[config.mk]
export PLATFORM = sky130hd
export DESIGN_NAME = led_blink_top
export DESIGN_NICKNAME = d
export VERILOG_FILES = /design/src/rtl/led_blink_pkg.sv /design/src/rtl/led_blink_reset_sync.sv /design/src/rtl/led_blink_top.sv
export SDC_FILE = /design/constraint.sdc
export NUM_CORES = 1
export LEC_CHECK = 0
export CORE_MARGIN = 3
export CORE_UTILIZATION = 40
export DETAILED_ROUTE_END_ITERATION = 16
export GPL_ROUTABILITY_DRIVEN = 0
export GPL_TIMING_DRIVEN = 1
export PLACE_DENSITY_LB_ADDON = 0.15
export REMOVE_ABC_BUFFERS = 1
export SYNTH_ARGS = -nofsm -noshare
export SYNTH_HDL_FRONTEND = slang
export SYNTH_SLANG_ARGS = --single-unit
[constraint.sdc]
create_clock -name CLK -period 1.36 [get_ports CLK]
set_clock_uncertainty 0.15 [all_clocks]
set_input_delay 0.136 -clock CLK [delete_from_list [all_inputs] [get_ports CLK]]
set_output_delay 0.136 -clock CLK [all_outputs]
set_load 0.03 [all_outputs]
[src/rtl/led_blink_pkg.sv]
// Shared constants and a bench helper for the Nexys A7 LED blink design.
`timescale 1ns/1ps
package led_blink_pkg;

    localparam int unsigned CLK_HZ_DEFAULT   = 100_000_000;
    localparam int unsigned TICK_DIV_DEFAULT = 25_000;
    localparam int unsigned LED_W_DEFAULT    = 16;

    // Number of whole ticks elapsed after a given number of microseconds.
    function automatic int unsigned ticks_for_us(
        input int unsigned us,
        input int unsigned clk_hz   = CLK_HZ_DEFAULT,
        input int unsigned tick_div = TICK_DIV_DEFAULT
    );
        longint unsigned cycles;
        cycles = 64'(us) * 64'(clk_hz) / 64'd1_000_000;
        return 32'(cycles / 64'(tick_div));
    endfunction

endpackage

[src/rtl/led_blink_reset_sync.sv]
// Two-flop reset synchroniser: asserts asynchronously, releases on the 2nd clock edge.
`timescale 1ns/1ps
module reset_sync (
    input  logic clk,
    input  logic rst_n,
    output logic rst_n_sync
);

    logic meta;

    always_ff @(posedge clk or negedge rst_n) begin
        if (!rst_n) begin
            meta       <= 1'b0;
            rst_n_sync <= 1'b0;
        end else begin
            meta       <= 1'b1;
            rst_n_sync <= meta;
        end
    end

endmodule

[src/rtl/led_blink_top.sv]
// Board top: prescaler tick drives a free-running counter shown on the LEDs.
`timescale 1ns/1ps
module led_blink_top
    import led_blink_pkg::*;
#(
    parameter int unsigned CLK_HZ   = CLK_HZ_DEFAULT,
    parameter int unsigned TICK_DIV = TICK_DIV_DEFAULT,
    parameter int unsigned LED_W    = LED_W_DEFAULT
) (
    input  logic             CLK,
    input  logic             CPU_RESETN,
    output logic [LED_W-1:0] LED
);

    localparam int unsigned CNT_W = $clog2(TICK_DIV);

    // A tick period longer than one second of board clock means a mis-set divider.
    if (TICK_DIV < 2 || CLK_HZ < TICK_DIV) begin : g_param_check
        $error("led_blink_top: TICK_DIV out of range");
    end

    logic             rst_n_sync;
    logic [CNT_W-1:0] cnt;
    logic             tick_c;

    reset_sync u_reset_sync (
        .clk        (CLK),
        .rst_n      (CPU_RESETN),
        .rst_n_sync (rst_n_sync)
    );

    assign tick_c = (cnt == CNT_W'(TICK_DIV - 1));

    always_ff @(posedge CLK or negedge rst_n_sync) begin
        if (!rst_n_sync) begin
            cnt <= '0;
        end else if (tick_c) begin
            cnt <= '0;
        end else begin
            cnt <= cnt + CNT_W'(1);
        end
    end

    // The LED register is the tick counter itself; it wraps silently.
    always_ff @(posedge CLK or negedge rst_n_sync) begin
        if (!rst_n_sync) begin
            LED <= '0;
        end else if (tick_c) begin
            LED <= LED + LED_W'(1);
        end
    end

endmodule

; Word-level counts from Yosys, hierarchy flattened
; Index checks and enable logic that the tools add are counted.
[totals]
reg_bits = 33
wordCells = 8
out_inout_bits = 16
in_bits = 2
[op_classes]
n_eq_ne = 1
addsub = 2
n_mux = 1
[op_table]
columns = operator, n
row1 = $add 16x1->16 const B, 1
row2 = $add 15x1->15 const B, 1
row3 = $eq 15x15->1 const B, 1
row4 = $mux 15, 1

; Logic depth before layout (Yosys ltp)
[depth]
depth_word = 2
ltp_mapped = 6
depth_no_buf = 5

; By module
; Synthesis repeated with hierarchy kept, for this count alone.
[unflattened]
cells_unflattened = 133
hier_area_um2 = 1575.3
[by_module_without_submodules]
columns = mod, area_each_um2, cells_each, n_inst, seq_area_each_um2
row1 = led_blink_top, 1521.5, 130, 1, 775.7
row2 = reset_sync, 53.8, 3, 1, 50.0

; Least setup slack after synthesis
; OpenSTA, ideal clock, no wires.
[synth_timing]
path_kind = flip-flop to flip-flop
from = register cnt[4]
to = register LED[8]
required_ns = 1.075
setup_time_ns = 0.135
n_path_buf = 1
period_less_slack_ns = 1.966
setup_slack_ns = -0.606
arrival_time_ns = 1.681
stages_incl_launch_ff = 6
path_cell_list = dfrtp_1 -> or4_4 -> nor4_4 -> buf_6 -> nand4_1 -> xnor2_1
[synth_between]
elab_chain_len = 1
[synth_rtl]
columns = item, line_no
row1 = "start, declared", led_blink_top.sv:23  ; logic [CNT_W-1:0] cnt;
row2 = "start signal, assigned", led_blink_top.sv:40  ; cnt <= cnt + CNT_W'(1);
row3 = $eq 15x15->1, led_blink_top.sv:32  ; assign tick_c = (cnt == CNT_W'(TICK_DIV - 1));
row4 = "end signal, assigned", led_blink_top.sv:49  ; LED <= LED + LED_W'(1);
row5 = "end, declared", led_blink_top.sv:12  ; output logic [LED_W-1:0] LED
; Every way passes these cells.
; A chain may end at the register's enable or synchronous reset.

; Worst setup path after layout
[layout_timing]
from = register cnt[9]
to = register LED[14]
; Same word-level chain as after synthesis.

==> metrics.cfg <==
[global_routing]
grt_max_degree = 31
grt_usage_pct = 18.2
grt_pass1_vias = 1321
overflow = 0
grt_pass1_wl_um = 6000
antenna_found_initial = 0

[clock_network]
path_clk_slew_ns = 0.06
cts_tree = done
clockRootBuffer = clkbuf_8
cts.sinks = 33
clkLatencyLatePin_ns = 0.28
htreeDepth = 2
clk_path_buf_depth = 2
cts_made_buffers = 5

[timing]
rsz0062_at_grt = true
setup_ws_ns = -0.527
post-route-min-period_ns = 1.89
setup_violations = 28
min_period_over_period_pct = 139
hold_viol_final = 0
fmax_ghz = 0.530
slew_viol_final = 0

[power_and_ir_drop]
leakagePower_nw = 1.10
p_int_mw = 1.33
switching_power_uw = 346
p_per_area_nw_per_um2 = 727
ir_drop_mv = 0.601
p_comb_share_pct = 1.6
power_frac_clock_pct = 39.5
power_frac_seq_pct = 58.9
switching_share_pct = 20.6

[placed_design]
io_buffers = 17
dp_hpwl_um = 2350
placed_cell_area_um2 = 1960

[drt]
finalWirelength_um = 3580
wl_per_cell_um = 14.3
vias = 1238
dr.pass1.iters = 4
via_per_inst = 4.95
dr.first_iter.drc_count = 31
drcViolationCount = 0
drtAntennaViolNets = 0

[critical_path]
start_kind = flop
crit-reg2reg-launch = cnt[9]
crit_fanout = 6
path_class = reg -> reg
r2r_cells = 5
cp_data_arrival_time_ns = 1.90
reg2reg_slack_ns = -0.53
r2r_end = LED[14]
critPathCapture = LED[14]
worst_ep_required_time_ns = 1.37
critPathLaunch = cnt[9]
end_kind = flop

[yosys]
syn-instance-count = 136
syn-mean-instance-area_um2 = 11.1
synth.distinct_cells = 28
yosysWarnings = 0
synth_seq_area_share_pct = 54.6
synthesis.area_um2 = 1510
ys_seq_elements = 33

[floorplan]
start_util_pct = 43.3
coreArea_um2 = 3490
die_height_um = 67.5
rows = 21
io_pins = 18
die_x_um = 67.5
die-area_um2 = 4550

[run]
maxCapViolations = 0

[final_layout]
layout_commonest_cell = buf_4
drive_gt1_share_pct = 47.1
area_delta_synth_final_pct = 52.3
utilization_pct = 65.9
antenna_cells = 0
nNetsFinal = 209
design_area_um2 = 2300
mostFrequentLayoutCells = buf_4 (46), dfrtp_1 (31), xnor2_1 (18), buf_6 (13), nand2_1 (9)

[status]
violations = negative setup slack
status = finished, violations left

[worst_hold_path]
worstHoldPathType = reg -> async

[what timing repair did]
action | 4_1_cts | 5_1_grt
endpoints found under the hold margin | 3 | 0
resized for setup | 33 | 20
buffers inserted | 8 | 4
cloned | 1 | 0
endpoints found under the setup margin | 31 | 30
hold buffers | 2 | 0
pin swaps | 24 | 8
[cells by family (layout without fill, tap and decap cells)]
| logic type | after synthesis | after routing | synth area share (%) |
|---|---|---|---|
| simple gates | 65 | 65 | 24.5 |
| flops | 33 | 33 | 54.6 |
| xor+xnor | 26 | 26 | 15.1 |
| compound gates | 4 | 4 | 1.41 |
| buf+inv | 4 | 72 | 1.74 |
| fa+ha+maj | 2 | 2 | 1.66 |
| other cells | 1 | 1 | 0.248 |
| mux | 1 | 1 | 0.745 |
[through the flow]
step	setup TNS, ns	hold slack [ns]	std cells	setup slack [ns]	power, mW
after CTS	-11.06	0.144	249	-0.522	1.70
after global placement	-12.87	-0.141	234	-0.625	1.03
after detailed placement	-13.32	-0.130	234	-0.657	1.03
after floorplan	-14.56	-0.310	134	-0.754	1.02
after global routing	-14.05	0.170	250	-0.621	1.75
final	-11.87	0.128	250	-0.527	1.67
[routing by layer]
layer | vias to the layer above | global-route usage (%) | routed length, um
met5 | - | 0 | 0
met4 | 0 | 6.58 | 33
met3 | 4 | 5.82 | 142
met2 | 21 | 29.9 | 1840
met1 | 614 | 22.1 | 1570
li1 | 599 | - | -
[worst max-delay path, stage by stage (launching register included)]
cell and delay [ns]:
dfrtp_1 0.38, or4_4 0.58, nor4_4 0.22, buf_6 0.17
nand4_1 0.11, xnor2_1 0.15
[synth_stat cells, drive strengths merged]
| library cell | instances | area, um^2 |
|---|---|---|
| a21oi | 2 | 10.0 |
| xor2 | 7 | 61.3 |
| dfrtp | 33 | 826 |
| a31oi | 1 | 6.26 |
| conb | 1 | 3.75 |
| nor4 | 4 | 55.1 |
| or4 | 1 | 11.3 |
| ha | 2 | 25.0 |
| nand4bb | 1 | 11.3 |
| o21ai | 1 | 5.00 |
| or3 | 1 | 6.26 |
| mux2 | 1 | 11.3 |
| nand4 | 7 | 43.8 |
| nand4b | 2 | 17.5 |
| nand2 | 12 | 45.0 |
| nor2 | 13 | 48.8 |
| and4 | 1 | 8.76 |
| nand3 | 14 | 70.1 |
| xnor2 | 19 | 166 |
| and2 | 1 | 6.26 |
| buf | 2 | 18.8 |
| nor2b | 1 | 6.26 |
| and3 | 2 | 12.5 |
| inv | 2 | 7.51 |
| or2 | 2 | 12.5 |
| nor3 | 3 | 15.0 |
[registers in the layout, indices dropped and copies added (netlist names)]
register and count:
u_reset_sync.rst_n_sync 1, cnt 15, LED 16, u_reset_sync.meta 1
[final cells by class]
type / instances / area (um^2)
Clock inverter: 1 / 5.00
Timing Repair Buffer: 64 / 536
Sequential cell: 33 / 828
Multi-Input combinational cell: 99 / 800
Inverter: 2 / 7.51
Tap cell: 46 / 57.6
Fill cell: 253 / 1190
Clock buffer: 5 / 68.8
[power groups by stage]
| stage | logic, mW | registers [mW] | clock network, mW |
|---|---|---|---|
| after floorplan | 0.000239 | 1.02 | 0 |
| after global placement | 0.0236 | 1.00 | 0 |
| after detailed placement | 0.0244 | 1.00 | 0 |
| after CTS | 0.0292 | 0.986 | 0.689 |
| after global routing | 0.0318 | 0.985 | 0.737 |
| final | 0.0275 | 0.986 | 0.661 |
[how the worst min path moves through the flow]
stage | startpoint | to | depth (start not counted)
after floorplan | CPU_RESETN | u_reset_sync.meta | 0
after global placement | u_reset_sync.rst_n_sync | LED[15] | 0
after detailed placement | u_reset_sync.rst_n_sync | LED[15] | 0
after CTS | u_reset_sync.rst_n_sync | cnt[14] | 1
after global routing | u_reset_sync.rst_n_sync | cnt[13] | 1
final | u_reset_sync.rst_n_sync | LED[14] | 1
(Power assumes the default switching activity.)
